--- src/rtl/vga_pkg.sv ---
// ============================================================================
// Module   : vga_pkg
// Brief    : Shared constants for the VGA plot-port arbiter.
// Revision : 1.0
// ============================================================================
`default_nettype none

package vga_pkg;
  localparam int DEF_X_W = 8;
  localparam int DEF_Y_W = 7;
  localparam int DEF_C_W = 3;
  localparam int PIX_W   = 15;

  localparam logic [1:0] IDLE    = 2'd0;
  localparam logic [1:0] GRANT   = 2'd1;
  localparam logic [1:0] RELEASE = 2'd2;

  localparam logic [PIX_W-1:0] PIX_MAX = 15'd32767;
endpackage

`default_nettype wire

--- src/rtl/vga_rr_picker.sv ---
// ============================================================================
// Module   : vga_rr_picker
// Brief    : Combinational round-robin picker; first set req at or after rr_ptr.
// Revision : 1.0
// ============================================================================
`default_nettype none

module vga_rr_picker #(
  parameter int NUM_REQ = 3,
  parameter int PTR_W   = 2
) (
  input  logic [NUM_REQ-1:0] req,
  input  logic [PTR_W-1:0]   rr_ptr,
  output logic [NUM_REQ-1:0] winner,
  output logic               valid
);

  int w_dist;
  int w_best_dist;
  int w_win_idx;

  // Distance from the pointer (with wrap) decides priority; smallest wins.
  always_comb begin
    w_dist      = 0;
    w_best_dist = NUM_REQ;
    w_win_idx   = 0;
    winner      = '0;
    for (int i = 0; i < NUM_REQ; i++) begin
      w_dist = (i + NUM_REQ - int'(rr_ptr)) % NUM_REQ;
      if (req[i] && (w_dist < w_best_dist)) begin
        w_best_dist = w_dist;
        w_win_idx   = i;
      end
    end
    valid = |req;
    for (int i = 0; i < NUM_REQ; i++) begin
      winner[i] = valid && (w_win_idx == i);
    end
  end

endmodule

`default_nettype wire

--- src/rtl/vga_plot_arbiter.sv ---
// ============================================================================
// Module   : vga_plot_arbiter
// Brief    : Round-robin owner of the vga_adapter plot port with a dead cycle.
// Revision : 1.0
// ============================================================================
`default_nettype none

module vga_plot_arbiter
  import vga_pkg::*;
#(
  parameter int NUM_REQ = 3,
  parameter int X_W     = DEF_X_W,
  parameter int Y_W     = DEF_Y_W,
  parameter int C_W     = DEF_C_W
) (
  input  logic                   clock,
  input  logic                   reset,
  input  logic [NUM_REQ-1:0]     req,
  input  logic [NUM_REQ*X_W-1:0] req_x,
  input  logic [NUM_REQ*Y_W-1:0] req_y,
  input  logic [NUM_REQ*C_W-1:0] req_colour,
  input  logic [NUM_REQ-1:0]     req_plot,
  input  logic [NUM_REQ-1:0]     req_done,
  output logic [NUM_REQ-1:0]     grant,
  output logic [X_W-1:0]         x,
  output logic [Y_W-1:0]         y,
  output logic [C_W-1:0]         colour,
  output logic                   plot,
  output logic                   busy,
  output logic [PIX_W-1:0]       pix_count
);

  localparam int PTR_W = $clog2(NUM_REQ);

  logic [1:0]         state_q,     state_d;
  logic [NUM_REQ-1:0] grant_q,     grant_d;
  logic [PTR_W-1:0]   rr_ptr_q,    rr_ptr_d;
  logic [PIX_W-1:0]   pix_count_q, pix_count_d;

  logic [NUM_REQ-1:0] winner;
  logic               win_valid;
  logic [X_W-1:0]     sel_x;
  logic [Y_W-1:0]     sel_y;
  logic [C_W-1:0]     sel_c;
  logic               sel_plot;
  logic               sel_done;
  logic               sel_req;
  logic [PTR_W-1:0]   sel_idx;
  logic [PTR_W-1:0]   ptr_next;
  logic               in_grant;

  vga_rr_picker #(
    .NUM_REQ (NUM_REQ),
    .PTR_W   (PTR_W)
  ) u_picker (
    .req    (req),
    .rr_ptr (rr_ptr_q),
    .winner (winner),
    .valid  (win_valid)
  );

  // grant_q is one-hot only in GRANT, so this doubles as the owner mux.
  always_comb begin
    sel_x    = '0;
    sel_y    = '0;
    sel_c    = '0;
    sel_plot = 1'b0;
    sel_done = 1'b0;
    sel_req  = 1'b0;
    sel_idx  = '0;
    for (int i = 0; i < NUM_REQ; i++) begin
      if (grant_q[i]) begin
        sel_x    = req_x[i*X_W +: X_W];
        sel_y    = req_y[i*Y_W +: Y_W];
        sel_c    = req_colour[i*C_W +: C_W];
        sel_plot = req_plot[i];
        sel_done = req_done[i];
        sel_req  = req[i];
        sel_idx  = PTR_W'(i);
      end
    end
  end

  assign in_grant  = (state_q == GRANT);
  assign x         = in_grant ? sel_x : '0;
  assign y         = in_grant ? sel_y : '0;
  assign colour    = in_grant ? sel_c : '0;
  assign plot      = in_grant & sel_plot;
  assign busy      = (state_q == GRANT) || (state_q == RELEASE);
  assign grant     = grant_q;
  assign pix_count = pix_count_q;
  assign ptr_next  = (sel_idx == PTR_W'(NUM_REQ - 1)) ? '0 : sel_idx + PTR_W'(1);

  always_comb begin
    state_d     = state_q;
    grant_d     = grant_q;
    rr_ptr_d    = rr_ptr_q;
    pix_count_d = pix_count_q;
    case (state_q)
      IDLE: begin
        if (win_valid) begin
          state_d     = GRANT;
          grant_d     = winner;
          pix_count_d = '0;
        end
      end
      GRANT: begin
        if (plot && (pix_count_q != PIX_MAX)) begin
          pix_count_d = pix_count_q + PIX_W'(1);
        end
        if (sel_done || !sel_req) begin
          state_d  = RELEASE;
          grant_d  = '0;
          rr_ptr_d = ptr_next;
        end
      end
      RELEASE: begin
        state_d = IDLE;
      end
      default: begin
        state_d = IDLE;
        grant_d = '0;
      end
    endcase
  end

  always_ff @(posedge clock or posedge reset) begin
    if (reset) begin
      state_q     <= IDLE;
      grant_q     <= '0;
      rr_ptr_q    <= '0;
      pix_count_q <= '0;
    end else begin
      state_q     <= state_d;
      grant_q     <= grant_d;
      rr_ptr_q    <= rr_ptr_d;
      pix_count_q <= pix_count_d;
    end
  end

endmodule

`default_nettype wire

--- config.mk ---
export PLATFORM = sky130hd
export DESIGN_NAME = vga_plot_arbiter
export DESIGN_NICKNAME = d
export VERILOG_FILES = /design/src/rtl/vga_pkg.sv /design/src/rtl/vga_rr_picker.sv /design/src/rtl/vga_plot_arbiter.sv
export SDC_FILE = /design/constraint.sdc
export NUM_CORES = 1
export LEC_CHECK = 0
export BUFFER_PORTS_ARGS = -buffer_cell sky130_fd_sc_hd__buf_4
export CAP_MARGIN = 25
export CELL_PAD_IN_SITES_DETAIL_PLACEMENT = 0
export CELL_PAD_IN_SITES_GLOBAL_PLACEMENT = 1
export CORE_MARGIN = 2
export CORE_UTILIZATION = 35
export DETAILED_ROUTE_END_ITERATION = 8
export GPL_ROUTABILITY_DRIVEN = 1
export MAX_ROUTING_LAYER = met4
export PLACE_DENSITY_LB_ADDON = 0.1
export SYNTH_ARGS = -nofsm -noshare
export SYNTH_HDL_FRONTEND = slang
export SYNTH_SLANG_ARGS = --single-unit
--- constraint.sdc ---
create_clock -name clock -period 7.6 [get_ports clock]
set_input_delay 1.52 -clock clock [delete_from_list [all_inputs] [get_ports clock]]
set_output_delay 1.52 -clock clock [all_outputs]
set_load 0.02 [all_outputs]
==> results.py <==
metrics = {
    "global_route": {
        "grt_pass1_wl_um": 10600,
        "antenna_found_initial": 0,
        "grt_usage_pct": 18.2,
        "grt_pass1_vias": 2241,
        "overflow": 0,
        "grt_max_degree": 45,
    },
    "cts": {
        "ctsHoldBuffers": 0,
        "htreeDepth": 1,
        "clock_latency_ps": 270,
        "clk_pin_slew_worst_paths_ps": 90,
        "numCtsBuffers": 3,
        "cts_tree": "yes",
        "cts-root-buf": "clkbuf_8",
        "postCtsSetupRepairBufs": 0,
        "cts_sinks": 22,
        "clockBufferDepth": 2,
        "cts_resized": 0,
    },
    "sta": {
        "slew_violations": 0,
        "hold_viol_final": 0,
        "period_share_pct": 57.6,
        "rsz0062_at_grt": "false",
        "min_period_ps": 4380,
        "max_slew_margin_pct": 38.5,
        "setup_total_negative_slack_ps": 0,
        "fin_skew_ps": 9.47,
        "worstMarginPinSlew_ps": 923,
        "setup_violations": 0,
        "max_freq_ghz": 0.228,
        "whs_ps": 536,
    },
    "die": {
        "core_sq_mm": 0.00631,
        "die_h_um": 84.7,
        "dieArea_sq_mm": 0.00718,
        "ioPinCount": 103,
        "initial_core_util_pct": 36.1,
        "dieWidth_um": 84.7,
        "rows": 29,
    },
    "synth": {
        "synth-async-reset-ratio_pct": 100,
        "seq_area_frac_synth_pct": 24.1,
        "yosysUniqueCellTypes": 49,
        "syn_nets": 400,
        "netlist_area_sq_mm": 0.00228,
        "synth_edf_count": 0,
        "synth_warnings": 0,
        "ys.flop_type": "dfrtp_1",
        "synth_seq_cells": 22,
        "avgSynthCellArea_sq_um": 7.33,
        "synthCells": 311,
    },
    "critical_path": {
        "arrival_ps": 4550,
        "path_cells": "buf_4, nor2b_1, ha_1, inv_1, o2111ai_1, nor2_1, nand2_1, nand2_1, nand2_1, ha_1, a211o_1, a21oi_2, a311oi_2, a221oi_1, o31ai_2, mux2i_1, o41ai_2",
        "critPathMaxFanout": 7,
        "start_kind": "input pin",
        "required_ps": 7770,
        "slowest_stage": "a221oi_1",
        "worst_path_most_repeated_cell": "nand2_1",
        "path_class": "input pin to flop",
        "critPathCaptureType": "flop",
        "slowest_delay_ps": 360,
        "r2r_setup_slack_ps": 3310,
    },
    "placed_design": {
        "hpwl_um": 5150,
        "placed_cells_incl_taps": 476,
        "placedInstanceArea_sq_mm": 0.00309,
        "port_buffers": 102,
        "gp_congestion": 0.903,
    },
    "finish": {
        "fin_cells": 480,
        "nets": 493,
        "drive_above_1_share_pct": 28.8,
        "fill_cells": 659,
        "final_cell_mix": "104 x buf_4, 49 x nor2_1, 37 x nand2_1",
        "antennaDiodeCount": 0,
        "post-route-util_pct": 50.1,
        "fin_area_sq_mm": 0.00316,
        "final_common_cell": "buf_4",
        "area_growth_pct": 38.7,
    },
    "routing": {
        "vias": 2539,
        "totalWireLength_um": 6810,
        "drc": 0,
        "drtIter0Drc": 104,
        "drtAntennaViolNets": 0,
        "wire_per_inst_um": 14.2,
        "routed_via_density": 5.29,
        "drtPass1Iterations": 4,
    },
    "worst_hold_path": {
        "min_path_type": "flop to flop",
    },
    "run_status": {
        "status": "finished clean",
    },
    "pwr": {
        "power_density_mw_per_mm2": 333,
        "irDropWorstVdd_uv": 197,
        "leakage_nw": 1.56,
    },
    "run": {
        "maxCapViolCount": 0,
    },
}
==> layer usage <==
layer  routed length [um]  share of wire (%)  track usage [%]
met5                    0                  0                -
met4                   42               0.62             3.17
met3                  275                4.0             1.57
met2                 3520                 52             30.9
met1                 2970                 44             23.9
==> cells by family after synthesis <==
kind of cell    Yosys count  share of synthesized area (%)
mux                       2                          0.933
buf+inv                  31                           5.32
flops                    22                           24.1
compound gates           94                           27.8
fa+ha+maj                24                           13.2
simple gates            138                           28.6
==> path summary, 6_finish.rpt <==
path	from	cells after the start	end
max	req[0]	17	grant[0]
min	pix_count[14]	1	pix_count[14]
max reg2reg	rr_ptr_q[1]	18	grant[0]
min reg2reg	pix_count[14]	1	pix_count[14]
max in group asynchronous	reset	2	pix_count[11]
min in group asynchronous	reset	2	pix_count[7]
==> flip-flops by register name (all words and copies together) (netlist names) <==
signal and flops:
state_q 2, rr_ptr_q 2, grant 3, pix_count 15
==> through the flow <==
step | power [mW] | setup WS (ps)
after floorplan | 0.745 | 3360
after global placement | 0.943 | 3030
after detailed placement | 0.947 | 2940
after CTS | 1.06 | 3230
after global routing | 1.16 | 2900
final | 1.05 | 3220
==> report_power, final <==
group          total [mW]  switching (mW)  internal (mW)
Clock               0.112          0.0413         0.0704
Sequential          0.198          0.0496          0.149
Combinational       0.744           0.436          0.308
Total                1.05           0.527          0.527
==> worst max-delay path: cells and delay by family <==
family                     cells  cell delay [ps]
AOI/OAI and AO/OA              7             1530
and+or+nand+nor                5              670
adders and majority gates      2              480
buffers and inverters          2              180
muxes                          1              180
==> synthesized netlist by cell type, drive strengths merged (6+ instances only) <==
master | count | share of area (%)
buf | 7 | 1.4
o21ai | 16 | 3.5
inv | 15 | 2.5
a22oi | 18 | 5.9
nand2 | 37 | 6.1
nor2 | 50 | 8.3
nor2b | 6 | 1.6
ha | 24 | 13
nand3 | 16 | 3.7
dfrtp | 22 | 24
clkbuf | 9 | 1.5
a21oi | 27 | 6.1
==> cell type report <==
class / instances / area (sq um) / share of cell area (%)
Multi-Input combinational cell: 258 / 1610 / 50.9
Timing Repair Buffer: 104 / 781 / 24.7
Sequential cell: 22 / 551 / 17.4
Tap cell: 77 / 96.3 / 3.04
Inverter: 15 / 56.3 / 1.78
Clock buffer: 3 / 41.3 / 1.30
Clock inverter: 1 / 30.0 / 0.949
Note: power is estimated with default switching activity, not from simulation.
